$ cat src/rtl/mem_arbiter_pkg.sv
// Shared CPU package: bus width constants plus the memory arbiter's state and grant-owner types.
package mem_arbiter_pkg;

  localparam int unsigned XLEN    = 32;
  localparam int unsigned WSTRB_W = 4;

  typedef enum logic [1:0] {
    IDLE   = 2'd0,
    BUSY_I = 2'd1,
    BUSY_D = 2'd2
  } arb_state_e;

  typedef enum logic {
    OWNER_I = 1'b0,
    OWNER_D = 1'b1
  } owner_e;

  // Data side wins a tie unless it also won the previous completed grant.
  function automatic owner_e pick_owner(input logic if_req, input logic d_req, input owner_e last);
    if (if_req && d_req) begin
      return (last == OWNER_D) ? OWNER_I : OWNER_D;
    end
    return d_req ? OWNER_D : OWNER_I;
  endfunction

endpackage

$ cat src/rtl/mem_arbiter.sv
// Two-port (fetch/data) arbiter onto a single req/ack memory bus, with a per-transaction
// busy timeout that completes the stalled port with all-ones data and sets a sticky err.
module mem_arbiter
  import mem_arbiter_pkg::*;
#(
  parameter int unsigned ADDR_W  = 32,
  parameter int unsigned DATA_W  = 32,
  parameter int unsigned TIMEOUT = 15
) (
  input  logic                clk,
  input  logic                rst_n,

  input  logic                if_req,
  input  logic [ADDR_W-1:0]   if_addr,
  output logic [DATA_W-1:0]   if_rdata,
  output logic                if_ready,

  input  logic                d_req,
  input  logic                d_we,
  input  logic [WSTRB_W-1:0]  d_wstrb,
  input  logic [ADDR_W-1:0]   d_addr,
  input  logic [DATA_W-1:0]   d_wdata,
  output logic [DATA_W-1:0]   d_rdata,
  output logic                d_ready,

  output logic                mem_req,
  output logic                mem_we,
  output logic [WSTRB_W-1:0]  mem_wstrb,
  output logic [ADDR_W-1:0]   mem_addr,
  output logic [DATA_W-1:0]   mem_wdata,
  input  logic [DATA_W-1:0]   mem_rdata,
  input  logic                mem_ack,

  output logic                stall_if,
  output logic                stall_mem,
  output logic                err
);

  localparam int unsigned CNT_W = $clog2(TIMEOUT + 1);

  arb_state_e          state_q;
  owner_e              last_q;
  logic [CNT_W-1:0]    cnt_q;
  logic                mem_req_q;
  logic                mem_we_q;
  logic [WSTRB_W-1:0]  mem_wstrb_q;
  logic [ADDR_W-1:0]   mem_addr_q;
  logic [DATA_W-1:0]   mem_wdata_q;
  logic [DATA_W-1:0]   if_rdata_q;
  logic [DATA_W-1:0]   d_rdata_q;
  logic                if_ready_q;
  logic                d_ready_q;
  logic                err_q;

  owner_e              grant_c;
  logic                expire_c;
  logic                done_c;
  logic [DATA_W-1:0]   resp_data_c;

  assign grant_c     = pick_owner(if_req, d_req, last_q);
  // This busy cycle is the TIMEOUT-th without an acknowledge.
  assign expire_c    = (cnt_q == CNT_W'(TIMEOUT - 1));
  assign done_c      = mem_ack || expire_c;
  assign resp_data_c = mem_ack ? mem_rdata : '1;

  // Arbitration FSM; every bus-facing output comes straight from a register.
  always_ff @(posedge clk or negedge rst_n) begin
    if (!rst_n) begin
      state_q     <= IDLE;
      last_q      <= OWNER_I;
      cnt_q       <= '0;
      mem_req_q   <= 1'b0;
      mem_we_q    <= 1'b0;
      mem_wstrb_q <= '0;
      mem_addr_q  <= '0;
      mem_wdata_q <= '0;
      if_rdata_q  <= '0;
      d_rdata_q   <= '0;
      if_ready_q  <= 1'b0;
      d_ready_q   <= 1'b0;
      err_q       <= 1'b0;
    end else begin
      if_ready_q <= 1'b0;
      d_ready_q  <= 1'b0;
      unique case (state_q)
        IDLE: begin
          if (if_req || d_req) begin
            cnt_q     <= '0;
            mem_req_q <= 1'b1;
            if (grant_c == OWNER_D) begin
              state_q     <= BUSY_D;
              mem_we_q    <= d_we;
              mem_wstrb_q <= d_wstrb;
              mem_addr_q  <= d_addr;
              mem_wdata_q <= d_wdata;
            end else begin
              state_q     <= BUSY_I;
              mem_we_q    <= 1'b0;
              mem_wstrb_q <= '0;
              mem_addr_q  <= if_addr;
              mem_wdata_q <= '0;
            end
          end
        end
        BUSY_I, BUSY_D: begin
          if (done_c) begin
            // An ack in the expiring cycle is a normal completion.
            state_q   <= IDLE;
            mem_req_q <= 1'b0;
            if (!mem_ack) begin
              err_q <= 1'b1;
              cnt_q <= cnt_q + CNT_W'(1);
            end
            if (state_q == BUSY_D) begin
              last_q    <= OWNER_D;
              d_ready_q <= 1'b1;
              d_rdata_q <= resp_data_c;
            end else begin
              last_q     <= OWNER_I;
              if_ready_q <= 1'b1;
              if_rdata_q <= resp_data_c;
            end
          end else begin
            cnt_q <= cnt_q + CNT_W'(1);
          end
        end
        default: state_q <= IDLE;
      endcase
    end
  end

  assign mem_req   = mem_req_q;
  assign mem_we    = mem_we_q;
  assign mem_wstrb = mem_wstrb_q;
  assign mem_addr  = mem_addr_q;
  assign mem_wdata = mem_wdata_q;
  assign if_rdata  = if_rdata_q;
  assign d_rdata   = d_rdata_q;
  assign if_ready  = if_ready_q;
  assign d_ready   = d_ready_q;
  assign err       = err_q;

  // Pipeline stalls are combinational so the core freezes in the request cycle itself.
  assign stall_if  = if_req & ~if_ready_q;
  assign stall_mem = d_req & ~d_ready_q;

endmodule

$ cat config.mk
export PLATFORM = sky130hd
export DESIGN_NAME = mem_arbiter
export DESIGN_NICKNAME = d
export VERILOG_FILES = /design/src/rtl/mem_arbiter_pkg.sv /design/src/rtl/mem_arbiter.sv
export SDC_FILE = /design/constraint.sdc
export NUM_CORES = 1
export LEC_CHECK = 0
export CORE_ASPECT_RATIO = 2
export CORE_MARGIN = 3
export CORE_UTILIZATION = 41
export CTS_CLUSTER_DIAMETER = 120
export DETAILED_ROUTE_END_ITERATION = 8
export PLACE_DENSITY_LB_ADDON = 0.15
export SYNTH_ARGS = -nofsm -noshare
export SYNTH_HDL_FRONTEND = slang
export SYNTH_SLANG_ARGS = --single-unit
export TNS_END_PERCENT = 5
$ cat constraint.sdc
create_clock -name clk -period 2.3 [get_ports clk]
set_input_delay 0.575 -clock clk [delete_from_list [all_inputs] [get_ports clk]]
set_output_delay 0.575 -clock clk [all_outputs]
set_load 0.01 [all_outputs]
==> results.md <==
- Main area contributors after synthesis: dfrtp_1 62%, o22a_1 9.4%, mux2i_1 5.9%
- CTS Root Cell: clkbuf_16
- Post-synth EDFFs: 0
- Lkg Pwr: 3.96 nW
- Area Growth Syn to Fin: 61.6%
- GRT Total Usage: 23.2%
- Setup crit end kind: primary output
- Ports: 277
- Via count: 4722
- Startpoint Class: primary input
- Vias per cell: 5.14
- PD cells: 1400 nW/um2
- Slew @ Worst Pin: 0.604 ns
- Req. time, crit path: 1.73 ns
- Critical path origin: if_req
- Asr flop ratio synth: 100%
- Met1 usage: 25.3%
- DP Worst Slack: -0.0489 ns
- Post-synthesis mux area share: 5.88%
- RSZ-0062 raised after global routing: no
- ANT nets after route: 0
- GRT overflow: 0
- Max-slew violations: 0
- Nets: 859
- Peak supply drop: 0.947 mV
- Critical R2R Launch: state_q[1]$_DFFE_PN0P_
- Synth cell count leaders: 144 x dfrtp_1, 62 x o22a_1, 38 x a22o_1
- # clock sinks: 144
- Die W: 90.0 um
- Dpl hpwl: 13.3 mm
- GR peak layer: met2
- Net Sw Frac: 33.7%
- Num rows: 60
- Max Fclk: 486 MHz
- Hold Vio Cnt, Final: 0
- IO buf count: 276
- Clk pin slew, worst setup/hold paths: 0.07 ns
- DRC Markers: 0
- Violation count after the first detailed-route iteration: 152
- Sequential share of power: 34.0%
- Drt first pass iters: 4
- WL final: 17.8 mm
- Compound-cell area share of the yosys netlist: 20.7%
- Met3 usage: 8.62%
- H-tree levels: 4
- Syn Std Cell Area: 5780 um2
- Fillcell total: 1096
- Post-Synth Simple-Gate Area: 5.78%
- Fraction of layout cells with a size suffix above 1: 8.49%
- Synth Instances: 440
- Vias in the first global route: 5138
- Sequential area share after synthesis: 62.3%
- Largest net degree at the start of global routing: 102
- Flops & latches, synth: 144
- Initial antenna violation count: 1
- GPL Wtd Cong: 0.794
- CTS buffer count: 17
- Synth warnings: 0
- Routed WL per cell: 19.4 um
- Setup violations, final: 0
- Post CTS Setup Buffer Count: 0
- First-pass GRT wire length: 28.9 mm
- Internal power: 8.65 mW
- Outcome: finished, final reports clean
- Clock network fraction of total power: 20.0%
- Syn_area_per_cell: 13.1 um2
- Arr. time, crit path: 1.48 ns
- Post-synth top area share: 62.3%
- Storage cell area: 3600 um2
- Starting Density: 42.3%
- Post-synthesis adder-cell area fraction: 0.865%
- Crit Path Max Fanout: 2
- P_sw: 4.40 mW
- Post-synthesis xor/xnor area fraction: 0%
- Setup Crit Path Kind: in2out
- Final worst setup slack: 0.243 ns
- Slew margin rel.: 59.8%
- Minimum clock period: 2.06 ns
- Min-delay worst type: in2async
- Syn nets: 582
- Die Area: 15700 um2
- Footprint of the multi-input gates: 1940 um2
- Top FF cell, synth: dfrtp_1
- Layout Skew: 0.0121 ns
- Max-Cap Viols: 0
- Met2 GRT Util: 40.8%
- Final Cycle Share: 89.4%
- Yosys cell types: 44
- Worst-Skew Late Latency: 0.41 ns
- Chip height: 174 um
- CTS tree: done
- Comb power frac: 46.0%
- Top-count cell post-synth: dfrtp_1
- Core Util, Final: 68.4%
- Core area: 13700 um2
- Largest family of logic cells by synthesized area: compound AO/OA/AOI/OAI gates
- Maximum buffer depth of the clock tree: 2
- Yosys top cell by area: dfrtp_1
## worst max-delay path, stage by stage
cell	delay (ns)
clkdlybuf4s50_1	0.47
nor2b_1	0.13
dlygate4sd2_1	0.30
## per-layer routing
layer / wire length (um) / part of all wire, %
met1: 6420 / 36
met5: 0 / 0
met2: 9350 / 52
met4: 482 / 2.7
met3: 1560 / 8.8
## flip-flops by register name (all words and copies together) (netlist names)
name	flops
mem_we	1
d_rdata	32
mem_req	1
if_ready	1
if_rdata	32
err	1
d_ready	1
cnt_q	4
state_q	2
mem_addr	32
last_q	1
mem_wdata	32
mem_wstrb	4
## cell type report
type,instances,share of cell area [%]
Antenna cell,2,0.0535
Clock buffer,18,4.70
Clock inverter,14,1.29
Inverter,7,0.281
Multi-Input combinational cell,253,20.7
Sequential cell,144,38.6
Tap cell,186,2.49
Timing Repair Buffer,294,31.9
## cell families after synthesis
| family | Yosys count |
|---|---|
| flip-flops | 144 |
| AO/OA/AOI/OAI | 152 |
| multiplexers | 34 |
| adder cells (fa/ha/maj) | 4 |
| AND/OR/NAND/NOR | 63 |
| buffers and inverters | 43 |
## power by group through the flow
stage,clock [mW],sequential [mW],combinational [mW]
after floorplan,0,4.98,2.12
after global placement,0,4.40,5.95
after detailed placement,0,4.48,6.05
after CTS,2.66,4.45,6.08
after global routing,2.77,4.60,6.44
final,2.61,4.43,6.00
## timing repair
| action | in CTS | in global routing |
|---|---|---|
| resized for setup | 2 | 0 |
| setup endpoints to repair | 2 | 0 |
| hold buffers | 0 | 0 |
## final timing paths
path	endpoint	slack [ns]	cells after the start
max in group asynchronous	mem_addr[1]$_DFFE_PN0P_	1.50	2
worst max-delay path	stall_if	0.24	3
worst min register to register	mem_addr[24]$_DFFE_PN0P_	0.48	2
worst max register to register	d_rdata[13]$_DFFE_PN0P_	0.31	6
worst min-delay path	mem_wdata[21]$_DFFE_PN0P_	0.14	1
min in group clk	mem_addr[24]$_DFFE_PN0P_	0.48	2
## layout by cell type, fill, tap and decap left out, types with 2 or more instances in the layout
cell / instances
a21oi_1: 2
a22o_1: 38
buf_12: 7
buf_4: 11
clkbuf_16: 17
clkdlybuf4s50_1: 273
clkinv_4: 2
clkinvlp_4: 3
dfrtp_1: 144
diode_2: 2
dlygate4sd2_1: 2
ha_1: 4
inv_1: 7
inv_6: 6
inv_8: 2
mux2i_1: 34
nand2_1: 34
nand2b_1: 3
nand3_1: 3
nor2_1: 6
nor2b_1: 3
nor3b_1: 3
o21ai_0: 34
o22a_1: 62
or2_2: 2
## metrics by stage
step | setup TNS [ns] | cell area, um2 | std cells | hold slack, ns | power, mW
after floorplan | 0 | 5780 | 440 | 0.279 | 7.10
after global routing | 0 | 9340 | 917 | 0.174 | 13.8
after global placement | -0.111 | 8780 | 884 | 0.462 | 10.3
after detailed placement | -0.0714 | 8780 | 884 | 0.470 | 10.5
after CTS | 0 | 9340 | 916 | 0.167 | 13.2
final | 0 | 9350 | 918 | 0.139 | 13.0
(Power assumes the default switching activity.)
